File: src/rtl/uart_rx_if.sv
// uart_rx_if: serial line input and received-word/status outputs of uart_rx.
// master = line driver / consumer side, slave = the receiver.
interface uart_rx_if #(
  parameter int unsigned DATA_BITS = 8
);
  logic                 rxd;
  logic [DATA_BITS-1:0] rx_data;
  logic                 rx_valid;
  logic                 frame_err;
  logic                 parity_err;
  logic                 rx_busy;

  modport master (
    output rxd,
    input  rx_data, rx_valid, frame_err, parity_err, rx_busy
  );

  modport slave (
    input  rxd,
    output rx_data, rx_valid, frame_err, parity_err, rx_busy
  );
endinterface

File: src/rtl/uart_rx.sv
// uart_rx: oversampling UART receiver, idle-high line, LSB first, one stop bit.
// Define UART_RX_PARITY_EN to add an even-parity bit after the data bits;
// without it parity_err is tied low.
module uart_rx #(
  parameter int unsigned CLKS_PER_BIT = 16,
  parameter int unsigned DATA_BITS    = 8
) (
  input logic      clk,
  input logic      reset,
  uart_rx_if.slave bus
);

  localparam int unsigned CW = $clog2(CLKS_PER_BIT);
  localparam int unsigned BW = $clog2(DATA_BITS);
  // The counter is cleared one cycle after the low is first seen, so deciding
  // at HALF_LAST puts the start-bit check CLKS_PER_BIT/2 cycles into the low.
  localparam logic [CW-1:0] HALF_LAST = CW'(CLKS_PER_BIT / 2 - 1);
  localparam logic [CW-1:0] BIT_END   = CW'(CLKS_PER_BIT - 1);
  localparam logic [BW-1:0] LAST_BIT  = BW'(DATA_BITS - 1);

`ifdef UART_RX_PARITY_EN
  typedef enum logic [2:0] {IDLE, START, DATA, PARITY, STOP} state_t;
`else
  typedef enum logic [2:0] {IDLE, START, DATA, STOP} state_t;
`endif

  state_t               state;
  logic [1:0]           sync;
  logic                 rxd_s;
  logic                 rxd_prev;
  logic [CW-1:0]        cnt;
  logic [BW-1:0]        bit_cnt;
  logic [DATA_BITS-1:0] shreg;
  logic [DATA_BITS-1:0] data_q;
  logic                 valid_q;
  logic                 ferr_q;
  logic                 busy_q;
`ifdef UART_RX_PARITY_EN
  logic                 par_q;
  logic                 perr_q;
  logic                 par_bad;

  assign par_bad = ^{shreg, par_q};
`endif

  assign rxd_s = sync[1];

  // Two-flop synchronizer plus a delayed copy for falling-edge detection.
  always_ff @(posedge clk or negedge reset) begin
    if (!reset) begin
      sync     <= 2'b11;
      rxd_prev <= 1'b1;
    end else begin
      sync     <= {sync[0], bus.rxd};
      rxd_prev <= rxd_s;
    end
  end

  // Receive FSM: bit timing, shifting, frame checks and registered outputs.
  always_ff @(posedge clk or negedge reset) begin
    if (!reset) begin
      state   <= IDLE;
      cnt     <= '0;
      bit_cnt <= '0;
      shreg   <= '0;
      data_q  <= '0;
      valid_q <= 1'b0;
      ferr_q  <= 1'b0;
      busy_q  <= 1'b0;
`ifdef UART_RX_PARITY_EN
      par_q   <= 1'b0;
      perr_q  <= 1'b0;
`endif
    end else begin
      valid_q <= 1'b0;
      ferr_q  <= 1'b0;
`ifdef UART_RX_PARITY_EN
      perr_q  <= 1'b0;
`endif
      unique case (state)
        IDLE: begin
          if (rxd_prev && !rxd_s) begin
            state  <= START;
            cnt    <= '0;
            busy_q <= 1'b1;
          end
        end
        START: begin
          if (cnt == HALF_LAST) begin
            cnt <= '0;
            if (!rxd_s) begin
              state   <= DATA;
              bit_cnt <= '0;
            end else begin
              state  <= IDLE;
              busy_q <= 1'b0;
            end
          end else begin
            cnt <= cnt + CW'(1);
          end
        end
        DATA: begin
          if (cnt == BIT_END) begin
            cnt   <= '0;
            shreg <= {rxd_s, shreg[DATA_BITS-1:1]};
            if (bit_cnt == LAST_BIT) begin
              bit_cnt <= '0;
`ifdef UART_RX_PARITY_EN
              state   <= PARITY;
`else
              state   <= STOP;
`endif
            end else begin
              bit_cnt <= bit_cnt + BW'(1);
            end
          end else begin
            cnt <= cnt + CW'(1);
          end
        end
`ifdef UART_RX_PARITY_EN
        PARITY: begin
          if (cnt == BIT_END) begin
            cnt   <= '0;
            par_q <= rxd_s;
            state <= STOP;
          end else begin
            cnt <= cnt + CW'(1);
          end
        end
`endif
        STOP: begin
          if (cnt == BIT_END) begin
            cnt    <= '0;
            state  <= IDLE;
            busy_q <= 1'b0;
            data_q <= shreg;
`ifdef UART_RX_PARITY_EN
            valid_q <= rxd_s & ~par_bad;
            ferr_q  <= ~rxd_s;
            perr_q  <= par_bad;
`else
            valid_q <= rxd_s;
            ferr_q  <= ~rxd_s;
`endif
          end else begin
            cnt <= cnt + CW'(1);
          end
        end
        default: begin
          state  <= IDLE;
          busy_q <= 1'b0;
        end
      endcase
    end
  end

  assign bus.rx_data   = data_q;
  assign bus.rx_valid  = valid_q;
  assign bus.frame_err = ferr_q;
  assign bus.rx_busy   = busy_q;
`ifdef UART_RX_PARITY_EN
  assign bus.parity_err = perr_q;
`else
  assign bus.parity_err = 1'b0;
`endif

endmodule
File: src/flat_wrapper.sv
// flat-port wrapper written by rule: the top's interface ports become plain ports
module uart_rx_flat 
#(
  parameter int unsigned CLKS_PER_BIT = 16,
  parameter int unsigned DATA_BITS    = 8
)
  (clk, reset, bus_rxd, bus_rx_data, bus_rx_valid, bus_frame_err, bus_parity_err, bus_rx_busy);
  uart_rx_if #(.DATA_BITS(DATA_BITS)) bus_i ();
  input logic clk;
  input logic reset;
  input wire logic [$bits(bus_i.rxd)-1:0] bus_rxd;
  output wire logic [$bits(bus_i.rx_data)-1:0] bus_rx_data;
  output wire logic [$bits(bus_i.rx_valid)-1:0] bus_rx_valid;
  output wire logic [$bits(bus_i.frame_err)-1:0] bus_frame_err;
  output wire logic [$bits(bus_i.parity_err)-1:0] bus_parity_err;
  output wire logic [$bits(bus_i.rx_busy)-1:0] bus_rx_busy;
  assign bus_i.rxd = bus_rxd;
  assign bus_rx_data = bus_i.rx_data;
  assign bus_rx_valid = bus_i.rx_valid;
  assign bus_frame_err = bus_i.frame_err;
  assign bus_parity_err = bus_i.parity_err;
  assign bus_rx_busy = bus_i.rx_busy;
  uart_rx #(.CLKS_PER_BIT(CLKS_PER_BIT), .DATA_BITS(DATA_BITS)) u_core (.clk(clk), .reset(reset), .bus(bus_i));
endmodule
File: config.mk
export PLATFORM = sky130hd
export DESIGN_NAME = uart_rx_flat
export DESIGN_NICKNAME = d
export VERILOG_FILES = /design/src/rtl/uart_rx_if.sv /design/src/rtl/uart_rx.sv /design/src/flat_wrapper.sv
export SDC_FILE = /design/constraint.sdc
export NUM_CORES = 1
export LEC_CHECK = 0
export ABC_CLOCK_PERIOD_IN_PS = 1500
export CAP_MARGIN = 10
export CORE_AREA = 3 3 63 65
export DETAILED_ROUTE_END_ITERATION = 10
export DIE_AREA = 0 0 66 68
export SLEW_MARGIN = 20
export SYNTH_ARGS = -nofsm -noshare
export SYNTH_HDL_FRONTEND = slang
export SYNTH_SLANG_ARGS = --single-unit
File: constraint.sdc
create_clock -name clk -period 1.5 [get_ports clk]
set_input_delay 0.3 -clock clk [delete_from_list [all_inputs] [get_ports clk]]
set_output_delay 0.3 -clock clk [all_outputs]
set_load 0.02 [all_outputs]
==> flow_summary.yaml <==
global_route:
  grt_overflow: 0
  antenna_found_initial: 0
  grt_pass1_vias: 955
  grt_max_degree: 32
  gr-usage-all-layers: 0.127
  grt_pass1_wl_um: 4260
setup_path:
  r2r_end: "u_core.bit_cnt[2]"
  rrSetupSlack_ps: -70
  ff2ff_path_depth: 3
  crit_start: "u_core.sync[1]"
  cp.arrival_ps: 1790
  cpMaxStageDelayCell: "or4b_4"
  crit_cells: 3
  critPathCaptureType: "register"
  path_buf_inv: 0
  crit_end: "u_core.bit_cnt[2]"
  slowest_delay_ps: 540
  criticalPathCategory: "reg2reg"
  worstSetupStartpointType: "register"
  crit_required_ps: 1720
  worstReg2RegStart: "u_core.sync[1]"
  crit_fanout: 3
  cp_cell_sequence: "or4b_4 > a21oi_4 > mux2_4"
  critPathTopFamily: "simple AND/OR/NAND/NOR gates"
synthesis:
  yosysWarningCount: 0
  synth_area_leaders: "dfrtp_1, mux2_1, dfstp_2, ha_1, nand2_1"
  postSynthAreaPerCell_um2: 12.7
  syn_inst: 109
  synth-xor-area-share: 0.00631
  synth_top_area_frac: 0.505
  synth_edf_count: 0
  synth.cell_area_um2: 1390
  synth_top_area_cell: "dfrtp_1"
  synthMuxAreaShare: 0.161
  synth_fa_ha_area_frac: 0.0271
  synth_top_family_by_area: "multiplexers"
  synth_compound_area_frac: 0.0830
  synth_nets: 115
  synth_flop_cell: "dfrtp_1"
  synth-simple-area-share: 0.123
  ys_ff_latch: 31
  seq_area_frac_synth: 0.562
  asyncSetResetFlopFracSynth: 1.00
  ys_types: 36
clock_tree:
  clock_path_buffers: 2
  cts_num_sinks: 31
  clk_pin_slew_ps: 110
  h-tree-depth: 2
  ctsRootBufferMaster: "clkbuf_4"
  insertion_delay_ps: 330
  cts_tree: "built"
  cts_buffers: 5
final_layout:
  diodes: 0
  nNetsFinal: 144
  syn_to_final_growth_pct: 28.5
  fin_util: 0.526
  nFillCells: 302
  drive_gt1_frac: 0.281
floorplan:
  die_width_um: 66
  core_um2: 3390
  rows: 21
  dieHeight_um: 68
  dieArea_um2: 4490
  start_util: 0.409
  io_pins: 15
timing:
  rsz0062_at_grt: "true"
  hold_viol: 0
  fin_skew_ps: 11.8
  setup_viol: 3
  timing.fmax_ghz: 0.636
  fin_crit_sh: 1.05
  period_minus_slack_ps: 1570
  setup_tns_ps: -211
  setup_ws_ps: -72.8
  drv_slew: 0
placement:
  place_congestion: 0.797
  dp.final_hpwl_um: 1710
  numPortBuffers: 13
power_and_ir_drop:
  ir_worst_vdd_mv: 0.755
  p_leak_nw: 0.907
  power_density_nw_per_um2: 1440
drt:
  firstDrtPassIters: 5
  vias_per_cell: 4.94
  wl_um: 2410
  postRouteAntennaNets: 0
  wl_per_cell_um: 13.0
  first_iter_violations: 28
  drc: 0
  vias: 913
outcome:
  status: "finished, violations left"
  violations: "negative setup slack"
job:
  maxCapViolCount: 0
hold_path:
  min_path_type: "in2async"
==> metrics by stage <==
stage	instances	power (mW)	setup slack, ps	cell area [um^2]	hold WS [ps]
2_1_floorplan	109	1.61	-79.8	1420	4.41
3_3_place_gp	176	1.85	-22.2	1680	348
3_5_place_dp	176	1.88	-50.2	1680	347
4_1_cts	184	2.56	-73.3	1760	320
5_1_grt	185	2.72	-120	1780	322
6_report	185	2.56	-72.8	1780	322
==> repair_timing <==
item                                    4_1_cts  5_1_grt
endpoints found under the hold margin         0        0
setup buffers                                 0        1
pin swaps                                     2        4
hold buffers                                  0        0
resized for setup                            13        4
endpoints found under the setup margin       20       17
==> cell families after synthesis <==
logic type / Yosys count
simple gates: 30
mux: 20
compound gates: 14
flops: 31
buf+inv: 9
other cells: 1
xor+xnor: 1
fa+ha+maj: 3
==> Yosys cell counts, types with 2 or more instances <==
cell       n
a22o_1     2
buf_2      3
dfrtp_1   28
dfstp_2    3
ha_1       3
inv_1      4
mux2_1    19
nand2_1    5
nand2b_1   3
nand3_1    3
nand4_1    2
nor2_1     4
nor2_2     2
nor2b_1    2
nor3_1     3
o21a_1     2
o21ai_0    2
==> where the power goes <==
part           total (mW)  switching (mW)  leakage [nW]  internal [mW]
logic               0.900           0.462         0.454          0.438
clock network       0.647           0.296        0.0452          0.350
registers            1.02          0.0687         0.408          0.946
==> final cells by class <==
class                      count  area [um^2]  area share
sequential                    31          779       0.437
multi-input combinational     69          612       0.343
timing repair buffer          27          238       0.133
tap                           46         57.6      0.0323
clock inverter                 3         43.8      0.0246
clock buffer                   5         37.5      0.0211
inverter                       4         15.0     0.00842
==> state kept, by name, summed over array words and instances, names as in the netlist <==
register,count
u_core.rxd_prev,1
u_core.bit_cnt,3
u_core.bus.frame_err,1
u_core.shreg,8
u_core.cnt,4
u_core.bus.rx_valid,1
u_core.state,2
u_core.bus.rx_data,8
u_core.sync,2
u_core.bus.rx_busy,1
==> layer usage <==
layer	GRT usage	vias up	wire [um]
li1	-	443	-
met1	0.160	445	1160
met2	0.203	20	1110
met4	0.0685	0	40
met5	0	-	0
met3	0.0296	5	102
==> worst min path at each step <==
stage | startpoint | end | slack [ps] | depth (start not counted)
2_1_floorplan | reset | u_core.bit_cnt[0] | 4 | 0
3_3_place_gp | u_core.sync[0] | u_core.sync[1] | 350 | 0
3_5_place_dp | u_core.sync[0] | u_core.sync[1] | 350 | 0
4_1_cts | reset | u_core.shreg[3] | 320 | 2
5_1_grt | reset | u_core.bus.frame_err | 320 | 2
6_report | reset | u_core.bus.frame_err | 320 | 2
==> cell usage in the layout (no fill, tap or decap), types with 2 or more instances in the layout <==
master,count
a22o_1,2
nand2_1,4
dlygate4sd2_1,11
clkdlybuf4s50_1,2
mux2_1,15
inv_1,4
buf_4,12
nor2_1,4
clkbuf_4,5
mux2_4,4
o21a_1,2
nand2b_1,2
nor3_1,3
dfstp_2,3
dfrtp_1,28
o21ai_0,2
nor2b_1,2
nand3_1,2
nor2_4,2
ha_1,2
nand4_1,2
No activity file was read; power rests on OpenSTA's default activity.
